==> config.mk <==
export PLATFORM = sky130hd
export DESIGN_NAME = memory_access_arbiter
export DESIGN_NICKNAME = d
export VERILOG_FILES = /design/src/rtl/memory_access_arbiter.sv
export SDC_FILE = /design/constraint.sdc
export NUM_CORES = 1
export LEC_CHECK = 0
export ABC_AREA = 1
export CORE_UTILIZATION = 39
export CTS_CLUSTER_DIAMETER = 30
export CTS_CLUSTER_SIZE = 10
export DETAILED_ROUTE_END_ITERATION = 8
export GPL_TIMING_DRIVEN = 0
export PLACE_DENSITY = 0.95
export SYNTH_ARGS = -nofsm -noshare
export SYNTH_HDL_FRONTEND = slang
export SYNTH_SLANG_ARGS = --single-unit
export TNS_END_PERCENT = 10
==> constraint.sdc <==
create_clock -name Clock -period 2.6 [get_ports Clock]
set_input_delay 0.65 -clock Clock [delete_from_list [all_inputs] [get_ports Clock]]
set_output_delay 0.65 -clock Clock [all_outputs]
set_load 0.01 [all_outputs]
==> src/rtl/memory_access_arbiter.sv <==
// Round-robin arbiter sharing one memory command bus between a writer (W) and two readers (A, B).
// One registered command per cycle; read valids are returned READ_LAT cycles after the strobe.
module memory_access_arbiter #(
   parameter int DATA_W    = 8,
   parameter int ADDR_W    = 10,
   parameter int MEM_DEPTH = 1024,
   parameter int READ_LAT  = 1
) (
   input  logic              Clock,
   input  logic              iReset_n,
   input  logic              iReqW,
   input  logic [ADDR_W-1:0] iAddrW,
   input  logic [DATA_W-1:0] iDataW,
   output logic              oAckW,
   input  logic              iReqA,
   input  logic [ADDR_W-1:0] iAddrA,
   output logic              oAckA,
   output logic              oValidA,
   output logic [DATA_W-1:0] oDataA,
   input  logic              iReqB,
   input  logic [ADDR_W-1:0] iAddrB,
   output logic              oAckB,
   output logic              oValidB,
   output logic [DATA_W-1:0] oDataB,
   output logic              oErr,
   output logic              oWriteEnable,
   output logic              oReadtoa,
   output logic              oReadtob,
   output logic [ADDR_W-1:0] oAddress,
   output logic [DATA_W-1:0] oDataIn,
   input  logic [DATA_W-1:0] iMemDataA,
   input  logic [DATA_W-1:0] iMemDataB
);

   typedef enum logic {IDLE, ISSUE} state_t;

   localparam logic [1:0] SEL_W = 2'd0;
   localparam logic [1:0] SEL_A = 2'd1;
   localparam logic [1:0] SEL_B = 2'd2;
   // A full power-of-two address space has no illegal addresses.
   localparam bit ERR_EN = (MEM_DEPTH < (1 << ADDR_W));

   state_t              state_q, state_d;
   logic [1:0]          ptr_q, ptr_d;
   logic [1:0]          gnt_q, gnt_d;
   logic                ack_w_q, ack_w_d;
   logic                ack_a_q, ack_a_d;
   logic                ack_b_q, ack_b_d;
   logic                err_q, err_d;
   logic                we_q, we_d;
   logic                rda_q, rda_d;
   logic                rdb_q, rdb_d;
   logic [ADDR_W-1:0]   addr_q, addr_d;
   logic [DATA_W-1:0]   din_q, din_d;
   logic [READ_LAT-1:0] vld_a_q, vld_b_q;

   logic [2:0] busy;
   logic [2:0] elig;
   logic [1:0] cand0, cand1, cand2;
   logic [1:0] sel;
   logic       found;

   function automatic logic [1:0] next_sel(input logic [1:0] s);
      return (s == SEL_B) ? SEL_W : s + 2'd1;
   endfunction

   function automatic logic is_elig(input logic [2:0] e, input logic [1:0] s);
      case (s)
         SEL_W:   return e[0];
         SEL_A:   return e[1];
         SEL_B:   return e[2];
         default: return 1'b0;
      endcase
   endfunction

   function automatic logic out_of_range(input logic [ADDR_W-1:0] addr);
      return ERR_EN && (32'(addr) >= 32'(MEM_DEPTH));
   endfunction

   always_comb begin
      // The requester on the bus this cycle is dropping its request at the next edge.
      busy    = (state_q == ISSUE) ? (3'b001 << gnt_q) : 3'b000;
      elig    = {iReqB, iReqA, iReqW} & ~busy;
      cand0   = ptr_q;
      cand1   = next_sel(cand0);
      cand2   = next_sel(cand1);
      found   = 1'b1;
      sel     = cand0;
      if (is_elig(elig, cand0))      sel = cand0;
      else if (is_elig(elig, cand1)) sel = cand1;
      else if (is_elig(elig, cand2)) sel = cand2;
      else                           found = 1'b0;

      state_d = IDLE;
      ptr_d   = ptr_q;
      gnt_d   = gnt_q;
      ack_w_d = 1'b0;
      ack_a_d = 1'b0;
      ack_b_d = 1'b0;
      err_d   = 1'b0;
      we_d    = 1'b0;
      rda_d   = 1'b0;
      rdb_d   = 1'b0;
      addr_d  = '0;
      din_d   = '0;
      if (found) begin
         state_d = ISSUE;
         gnt_d   = sel;
         ptr_d   = next_sel(sel);
         case (sel)
            SEL_W: begin
               ack_w_d = 1'b1;
               addr_d  = iAddrW;
               din_d   = iDataW;
            end
            SEL_A: begin
               ack_a_d = 1'b1;
               addr_d  = iAddrA;
            end
            default: begin
               ack_b_d = 1'b1;
               addr_d  = iAddrB;
            end
         endcase
         err_d = out_of_range(addr_d);
         we_d  = ack_w_d & ~err_d;
         rda_d = ack_a_d & ~err_d;
         rdb_d = ack_b_d & ~err_d;
      end
   end

   always_ff @(posedge Clock or negedge iReset_n) begin
      if (!iReset_n) begin
         state_q <= IDLE;
         ptr_q   <= SEL_W;
         gnt_q   <= SEL_W;
         ack_w_q <= 1'b0;
         ack_a_q <= 1'b0;
         ack_b_q <= 1'b0;
         err_q   <= 1'b0;
         we_q    <= 1'b0;
         rda_q   <= 1'b0;
         rdb_q   <= 1'b0;
         addr_q  <= '0;
         din_q   <= '0;
         vld_a_q <= '0;
         vld_b_q <= '0;
      end else begin
         state_q <= state_d;
         ptr_q   <= ptr_d;
         gnt_q   <= gnt_d;
         ack_w_q <= ack_w_d;
         ack_a_q <= ack_a_d;
         ack_b_q <= ack_b_d;
         err_q   <= err_d;
         we_q    <= we_d;
         rda_q   <= rda_d;
         rdb_q   <= rdb_d;
         addr_q  <= addr_d;
         din_q   <= din_d;
         // Read-return delay lines: bit k set means a strobe k+1 cycles ago.
         vld_a_q <= (vld_a_q << 1) | READ_LAT'(rda_q);
         vld_b_q <= (vld_b_q << 1) | READ_LAT'(rdb_q);
      end
   end

   assign oAckW        = ack_w_q;
   assign oAckA        = ack_a_q;
   assign oAckB        = ack_b_q;
   assign oErr         = err_q;
   assign oWriteEnable = we_q;
   assign oReadtoa     = rda_q;
   assign oReadtob     = rdb_q;
   assign oAddress     = addr_q;
   assign oDataIn      = din_q;
   assign oValidA      = vld_a_q[READ_LAT-1];
   assign oValidB      = vld_b_q[READ_LAT-1];
   assign oDataA       = iMemDataA;
   assign oDataB       = iMemDataB;

endmodule

==> impl_metrics.ini, run 1 <==
[finish]
final_common_cell = clkdlybuf4s50_1
areaGrowthSynthToFinish_pct = 60.3
stdcell_area_mm2 = 0.00254
final_core_util = 0.674
n_fill_cell = 334
layout-drive-gt1-share = 0.235
nets = 328
diodes = 0
mostFrequentLayoutCells = clkdlybuf4s50_1 (84), nand2_1 (28), dfrtp_1 (28), nand3_1 (25), buf_4 (21)

[floorplanning]
die-area_mm2 = 0.00432
ioPinCount = 102
rows = 22
core_mm2 = 0.00377
die_h_um = 65.8
die_w_um = 65.8
start_util = 0.420

[power_and_ir_drop]
peakVddDrop_v = 0.000900
cellPowerDensity_mw_per_mm2 = 1230
p_leak_nw = 1.23

[synth]
ys_ff_latch = 28
netlist.area_leader.share = 0.442
yosys.area.top_type = dfrtp_1
synth_cell_types = 23
yosysSeqAreaShare = 0.442
syn_area_mm2 = 0.00159
synthTopCellsByArea = dfrtp_1 (44%), buf_4 (9.9%), nand3_1 (7.9%), nand3_2 (6.9%), nand2_1 (6.6%)
synth_cells = 180
avgSynthCellArea_um2 = 8.81
yosysWarnings = 0
synth.net_count = 239

[cts]
tritoncts = done
clk_latency_ps = 270
cts_setup_buffers = 0
clock-root-buffer = clkbuf_8
clk_path_buf_depth = 2
cts.repair.resized = 0
cts_buffers = 3
ctsHoldBuffers = 0
clkTransAtPathRegs_ps = 90
cts_sinks = 28
htree_levels = 1

[timing]
finalSetupViolations = 0
min_period_ps = 2140
setup_tns_ps = 0
max_clock_freq_mhz = 467
final.setup_skew_ps = 1.85
whs_ps = 418
rsz0062_at_grt = false
fin_crit_sh = 0.824
hold_violations = 0
slew_violations = 0
tightest_slew_ps = 1180
slew_headroom = 0.212

[critical_path]
crit_fanout = 10
r2r_start = cand0[0]
crit_type = in2reg
start_kind = input pin
crit_path_max_incr_delay_ps = 450
crit_path_top_delay_cell = clkdlybuf4s50_1
critPathLaunch = iReqA
critical_path.cell_chain = clkdlybuf4s50_1 -> nand3_1 -> nand2_1 -> a21oi_2 -> nand3_4 -> nand2_4 -> buf_8 -> nand3_2 -> nand3_1 -> nand2_1 -> inv_1
required_ps = 2820
end_kind = flop
r2r_slack_ps = 690
arrival_ps = 2370

[grt]
grt_max_degree = 29
antenna_found_initial = 0
grt_overflow = 0
grt_use_total = 0.191
grt_pass1_wl_um = 6120
grt_pass1_vias = 1456

[run_status]
status = complete, no violations

[hold_path]
min_from = oReadtob
hold_path_class = reg2reg

[detailed_routing]
ant_nets = 0
drtIter0Drc = 53
wl_um = 4070
routedWlPerCell_um = 12.9
viasPerCell = 4.78
first_pass_iters = 5
vias = 1509
drc = 0

[run]
max_cap_violations = 0

[placement]
gp_congestion = 0.801
place_hpwl_um = 3200
port_buffers = 84
dpl_cell_area_mm2 = 0.00249
cells in the mapped netlist:
cell,n
nand4_1,4
nand3_1,25
inv_2,7
a31oi_1,1
nor2_4,4
buf_8,1
nand2_4,2
nand2_1,28
nor2_1,14
nand3_4,2
inv_1,15
a21oi_2,1
dfrtp_1,28
nand2_2,7
o21ai_1,1
conb_1,1
o21ai_0,2
nor2_2,2
buf_4,21
nand3_2,11
o21bai_1,1
a21oi_1,1
inv_4,1
layer usage:
metal	track usage	wire length (µm)
met3	0.0243	328
met4	0.101	62
met2	0.343	2090
met5	0	0
met1	0.216	1590
worst paths after layout:
| kind | depth (start not counted) | end |
|---|---|---|
| worst min register to register | 0 | oValidB |
| worst max-delay path | 11 | oAddress[9] |
| worst min-delay path | 0 | oValidB |
| worst max register to register | 12 | oAddress[9] |
| min in group asynchronous | 1 | oValidB |
| max in group asynchronous | 1 | oDataIn[3] |
area by class of cell:
cell class	instances	area, µm²	share of cell area
buffer	22	173	0.0679
clock buffer	4	55.1	0.0217
inverter	23	88.8	0.0350
multi-input combinational	107	623	0.245
sequential	28	701	0.276
tap	48	60.1	0.0236
timing repair buffer	84	841	0.331
report_power, final:
| part | leakage (nW) | switching, mW | internal (mW) | total (mW) |
|---|---|---|---|---|
| Combinational | 0.846 | 1.27 | 0.888 | 2.16 |
| Sequential | 0.357 | 0.0785 | 0.632 | 0.710 |
| Clock | 0.0288 | 0.128 | 0.136 | 0.264 |
state kept, by name, summed over array words and instances (netlist names):
name	cells
oDataIn	8
oValidA	1
oWriteEnable	1
oAddress	10
cand0	2
oValidB	1
oReadtob	1
gnt_q	2
state_q	1
oReadtoa	1
metrics by stage:
stage / setup WS [ps] / total power, mW / std cells
floorplan: 887 / 2.17 / 180
detailed placement: 210 / 2.87 / 312
global route: 368 / 3.39 / 316
CTS: 491 / 3.16 / 316
global placement: 281 / 2.79 / 312
finish: 457 / 3.14 / 316
critical path: cells and delay by family:
kind / cells / cell delay (ps)
AO/OA/AOI/OAI: 1 / 260
AND/OR/NAND/NOR: 7 / 780
buffers and inverters: 3 / 660
cells by family (layout without fill, tap and decap cells):
kind of cell / count (synthesis) / count (layout) / synth area share
other: 1 / 1 / 0.00237
AND/OR/NAND/NOR: 99 / 99 / 0.364
flip-flops: 28 / 28 / 0.442
buffers and inverters: 45 / 133 / 0.165
AO/OA/AOI/OAI: 7 / 7 / 0.0268
No activity file was read; power rests on OpenSTA's default activity.
==> run 2: changes to the inputs <==
--- a/config.mk
+++ b/config.mk
@@ -6,12 +6,12 @@
 export NUM_CORES = 1
 export LEC_CHECK = 0
 export ABC_AREA = 1
-export CORE_UTILIZATION = 39
+export CORE_UTILIZATION = 33
 export CTS_CLUSTER_DIAMETER = 30
 export CTS_CLUSTER_SIZE = 10
 export DETAILED_ROUTE_END_ITERATION = 8
 export GPL_TIMING_DRIVEN = 0
-export PLACE_DENSITY = 0.95
+export PLACE_DENSITY = 0.88
 export SYNTH_ARGS = -nofsm -noshare
 export SYNTH_HDL_FRONTEND = slang
 export SYNTH_SLANG_ARGS = --single-unit
==> constraint.sdc (replaced) <==
create_clock -name Clock -period 1.85 [get_ports Clock]
set_input_delay 0.4625 -clock Clock [delete_from_list [all_inputs] [get_ports Clock]]
set_output_delay 0.4625 -clock Clock [all_outputs]
set_load 0.01 [all_outputs]
==> run 2 against run 1 <==
Effect of this change:
- the flow now finishes with violations (design-rule violations)
- final area is 11% higher
- die area rose by 18%
- first-iteration DRC count increased by 81%
- global-route usage is 3.1 points lower
- combinational power is 83% higher
- flip-flop and latch count unchanged
- clock power grew 41%
- via count rose by 5.4%
- worst hold slack got worse by 230 ps
- highest routed layer unchanged
- setup slack worse by 420 ps
- total power rose by 71%
- largest power group unchanged
- non-clock buffer count up 9
==> impl_metrics.ini, run 2 (synthesis results as in run 1) <==
[run_status]
status = finished with violations
violations = design-rule violations

[critical_path]
start_kind = flop
crit_path_top_delay_cell = dfrtp_1
required_ps = 2050
end_kind = flop
arrival_ps = 2010
crit_path_max_incr_delay_ps = 430
crit_buf_inv = 2
crit_type = reg2reg
critPathTopFamily = simple AND/OR/NAND/NOR gates
critical_path.cell_chain = inv_2 -> nand3_4 -> nand3_2 -> nand2_2 -> a21oi_4 -> nand3_4 -> nand2_8 -> buf_4 -> nand3_2 -> o21ai_1
crit_fanout = 8

[placement]
place_hpwl_um = 3080
port_buffers = 84
gp_congestion = 0.952
dpl_worst_slack_ps = -348
dpl_cell_area_mm2 = 0.00249

[power_and_ir_drop]
p_seq_frac = 0.195
pwr-share-comb = 0.736
p_sw_frac = 0.480
p_leak_nw = 1.35
p_total_mw = 5.36
p_int_mw = 2.79
peakVddDrop_v = 0.000926
cellPowerDensity_mw_per_mm2 = 1900
switching_power_mw = 2.57
pwr-share-clk = 0.070

[finish]
areaGrowthSynthToFinish_pct = 77.8
layout-drive-gt1-share = 0.344
largest_reg_flops = 10
stdcell_area_mm2 = 0.00282
final_common_cell = clkdlybuf4s50_1
diodes = 0
n_fill_cell = 346
mostFrequentLayoutCells = clkdlybuf4s50_1 (80), buf_4 (27), dfrtp_1 (26), nand2_1 (23), nand3_2 (18)
nets = 339

[floorplanning]
core_mm2 = 0.00447
start_util = 0.354
rows = 24
ioPinCount = 102
die_w_um = 71.3
die_h_um = 71.3
die-area_mm2 = 0.00509

[cts]
htree_levels = 1
tritoncts = done
clk_latency_ps = 270
cts_buffers = 3
clock-root-buffer = clkbuf_8
clk_path_buf_depth = 2
cts_sinks = 28
clkTransAtPathRegs_ps = 90
ctsHoldBuffers = 0

[timing]
tightest_slew_ps = 607
max_clock_freq_mhz = 550
min_period_ps = 1820
fin_crit_sh = 0.983
slew_violations = 0
finalSetupViolations = 0
slew_headroom = 0.596
setup_slack_ps = 32.2
final.setup_skew_ps = 1.97
hold_violations = 0

[detailed_routing]
wl_um = 4720
vias = 1591
first_pass_iters = 8
drtIter0Drc = 96
drc = 7
viasPerCell = 4.81
ant_nets = 0
routedWlPerCell_um = 14.3

[grt]
antenna_found_initial = 0
grt_max_degree = 29
grt_overflow = 0
grt_pass1_vias = 1549
grt_pass1_wl_um = 6510
grt_use_total = 0.160

[run]
max_cap_violations = 0

[hold_path]
hold_path_class = in2async
## run 2: routing by layer
layer / vias to the layer above / global-route usage / wire, µm
met5: - / 0 / 0
met4: 0 / 0.0600 / 74
met3: 8 / 0.0253 / 364
met2: 93 / 0.290 / 2430
met1: 732 / 0.190 / 1850
li1: 758 / - / -
## run 2: metrics by stage
stage                     std cells  utilization  TNS [ps]  hold slack, ps
after global placement          316        0.557     -6300             385
final                           331        0.630         0             189
after CTS                       325        0.584         0             412
after floorplan                 180            -         0             167
after global routing            331        0.630     -1140             240
after detailed placement        316        0.557     -9020             388
## run 2: timing repair
action                     4_1_cts  5_1_grt
buffers inserted                 4        4
pin swaps                        3        7
setup endpoints to repair       10       22
gates cloned                     1        2
resized for setup                4       35
hold endpoints to repair         0        0
## run 2: layout make-up
cell class	count	area (µm²)	share of cell area
clock buffers	4	55.1	0.0195
inverters	23	93.8	0.0333
plain buffers	22	176	0.0626
flip-flops and latches	28	703	0.249
well taps	52	65.1	0.0231
repair buffers	93	932	0.331
multi-input cells	109	793	0.281
## run 2: worst paths after layout
| kind | from | end | slack, ps | depth (start not counted) |
|---|---|---|---|---|
| setup / recovery | gnt_q[1] | cand0[0] | 30 | 10 |
| hold / removal | iReset_n | oReadtoa | 190 | 1 |
| setup reg to reg | gnt_q[1] | cand0[0] | 30 | 10 |
| hold reg to reg | oReadtob | oValidB | 410 | 0 |
| max in group asynchronous | iReset_n | cand0[0] | 1230 | 1 |
| min in group Clock | oReadtob | oValidB | 410 | 0 |
## run 2: power by group through the flow
stage          combinational (mW)  sequential [mW]  clock (mW)
2_1_floorplan                1.95             1.09           0
3_3_place_gp                 2.92            0.998           0
3_5_place_dp                 3.02             1.00           0
4_1_cts                      3.34            0.991       0.375
5_1_grt                      4.24             1.07       0.401
6_report                     3.95             1.04       0.373
==> run 3: changes to the inputs <==
--- a/config.mk
+++ b/config.mk
@@ -11,6 +11,7 @@
 export CTS_CLUSTER_SIZE = 10
 export DETAILED_ROUTE_END_ITERATION = 8
 export GPL_TIMING_DRIVEN = 0
+export MAX_ROUTING_LAYER = met4
 export PLACE_DENSITY = 0.88
 export SYNTH_ARGS = -nofsm -noshare
 export SYNTH_HDL_FRONTEND = slang
==> run 3 against run 2 <==
Effect of this change:
- final area shrank 0.36%
- combinational power is essentially flat
- critical path type unchanged
- sequential share of layout area grew 0.089 points
- non-clock buffer count is the same
- the flow finishes with violations (design-rule violations, negative setup slack)
- final cell count is the same
- clock power is essentially flat
- worst hold slack is essentially flat
- total power grew 0.17%
==> impl_metrics.ini, run 3 (synthesis results as in run 1) <==
[run_status]
status = finished with violations
violations = design-rule violations, negative setup slack

[cts]
clk_latency_ps = 270
tritoncts = done
htree_levels = 1
ctsHoldBuffers = 0
clk_path_buf_depth = 2
cts_buffers = 3
clkTransAtPathRegs_ps = 90
cts_sinks = 28
clock-root-buffer = clkbuf_8

[floorplanning]
ioPinCount = 102
rows = 24
core_mm2 = 0.00447
start_util = 0.354
die_h_um = 71.3
die_w_um = 71.3
die-area_mm2 = 0.00509

[placement]
port_buffers = 84
place_hpwl_um = 3080
gp_congestion = 0.970
dp_cells = 316

[finish]
mostFrequentLayoutCells = clkdlybuf4s50_1 (80), buf_4 (27), dfrtp_1 (26), nand2_1 (25), nand3_2 (18)
fin_cells = 331
diodes = 0
nets = 339
largest_reg_flops = 10
final_common_cell = clkdlybuf4s50_1
areaGrowthSynthToFinish_pct = 77.2
layout-drive-gt1-share = 0.337

[power_and_ir_drop]
p_sw_frac = 0.482
p_int_mw = 2.78
peakVddDrop_v = 0.000765
cellPowerDensity_mw_per_mm2 = 1910
pwr-share-clk = 0.070
switching_power_mw = 2.59
pwr-share-comb = 0.737
p_total_mw = 5.37
p_leak_nw = 1.35
p_seq_frac = 0.193

[detailed_routing]
first_pass_iters = 9
drtIter0Drc = 107
routedWlPerCell_um = 14.6
ant_nets = 0
drc = 7
wl_um = 4820
viasPerCell = 4.87
vias = 1611

[critical_path]
crit_type = reg2reg
crit_fanout = 5
critPathTopFamily = simple AND/OR/NAND/NOR gates
start_kind = flop
crit_buf_inv = 1
end_kind = flop
required_ps = 2030
arrival_ps = 2070
crit_path_max_incr_delay_ps = 480
critical_path.cell_chain = nor2_2 -> nand3_2 -> nand2_2 -> nor2_1 -> nand2_2 -> nand2_1 -> nand2_4 -> nand2_4 -> nor2_4 -> inv_1 -> o21ai_0
crit_path_top_delay_cell = dfrtp_2

[timing]
rsz0062_at_grt = true
final.setup_skew_ps = 1.16
hold_violations = 0
finalSetupViolations = 1
slew_headroom = 0.592
tightest_slew_ps = 611
min_period_ps = 1890
max_clock_freq_mhz = 530
slew_violations = 0
fin_crit_sh = 1.02
setup_slack_ps = -36.6

[run]
max_cap_violations = 0

[grt]
grt_pass1_wl_um = 6500
grt_max_degree = 29
grt_use_total = 0.165
grt_overflow = 0
antenna_found_initial = 0
grt_pass1_vias = 1552

[hold_path]
hold_path_class = in2async
-- run 3: cell counts in the layout (fill, tap and decap cells not counted) --
Identical to the previous run, type by type.
-- run 3: cell type report --
class	instances	area [µm²]
Fill cell	348	1670
Timing Repair Buffer	93	932
Multi-Input combinational cell	109	783
Sequential cell	28	703
Tap cell	52	65.1
Clock buffer	4	55.1
Buffer	22	176
Inverter	23	93.8
-- run 3: timing repair --
item,4_1_cts,5_1_grt
gates resized for setup,4,32
pin swaps,3,7
setup buffers,4,4
endpoints found under the setup margin,10,22
cloned,1,2
hold endpoints to repair,0,0
-- run 3: power by group through the flow --
| stage | Clock (mW) | Sequential, mW | Combinational [mW] |
|---|---|---|---|
| after floorplan | 0 | 1.09 | 1.95 |
| after global placement | 0 | 0.998 | 2.92 |
| after detailed placement | 0 | 1.00 | 3.02 |
| after CTS | 0.375 | 0.991 | 3.34 |
| after global routing | 0.398 | 1.06 | 4.24 |
| final | 0.375 | 1.04 | 3.96 |
-- run 3: stage by stage --
stage	setup TNS (ps)	setup slack (ps)	hold slack [ps]	cell area, µm²	util
6_report	-36.6	-36.6	189	2810	0.628
3_5_place_dp	-9020	-348	388	2490	0.557
2_1_floorplan	0	249	167	1590	-
3_3_place_gp	-6300	-319	385	2490	0.557
4_1_cts	0	8.58	412	2610	0.584
5_1_grt	-978	-109	243	2810	0.628
-- run 3: per-layer routing --
| metal | up-vias | GRT usage | routed length [µm] |
|---|---|---|---|
| li1 | 756 | - | - |
| met1 | 741 | 0.194 | 1870 |
| met2 | 102 | 0.289 | 2450 |
| met3 | 12 | 0.0197 | 357 |
| met4 | 0 | 0.0600 | 136 |
| met5 | - | - | 0 |
-- run 3: worst paths after layout --
check | cells past startpoint | to | from | slack, ps
max | 11 | gnt_q[0] | cand0[1] | -40
min | 1 | oAddress[0] | iReset_n | 190
max reg2reg | 11 | gnt_q[0] | cand0[1] | -40
min reg2reg | 0 | oValidB | oReadtob | 410
max in group asynchronous | 1 | cand0[1] | iReset_n | 1230
min in group Clock | 0 | oValidB | oReadtob | 410
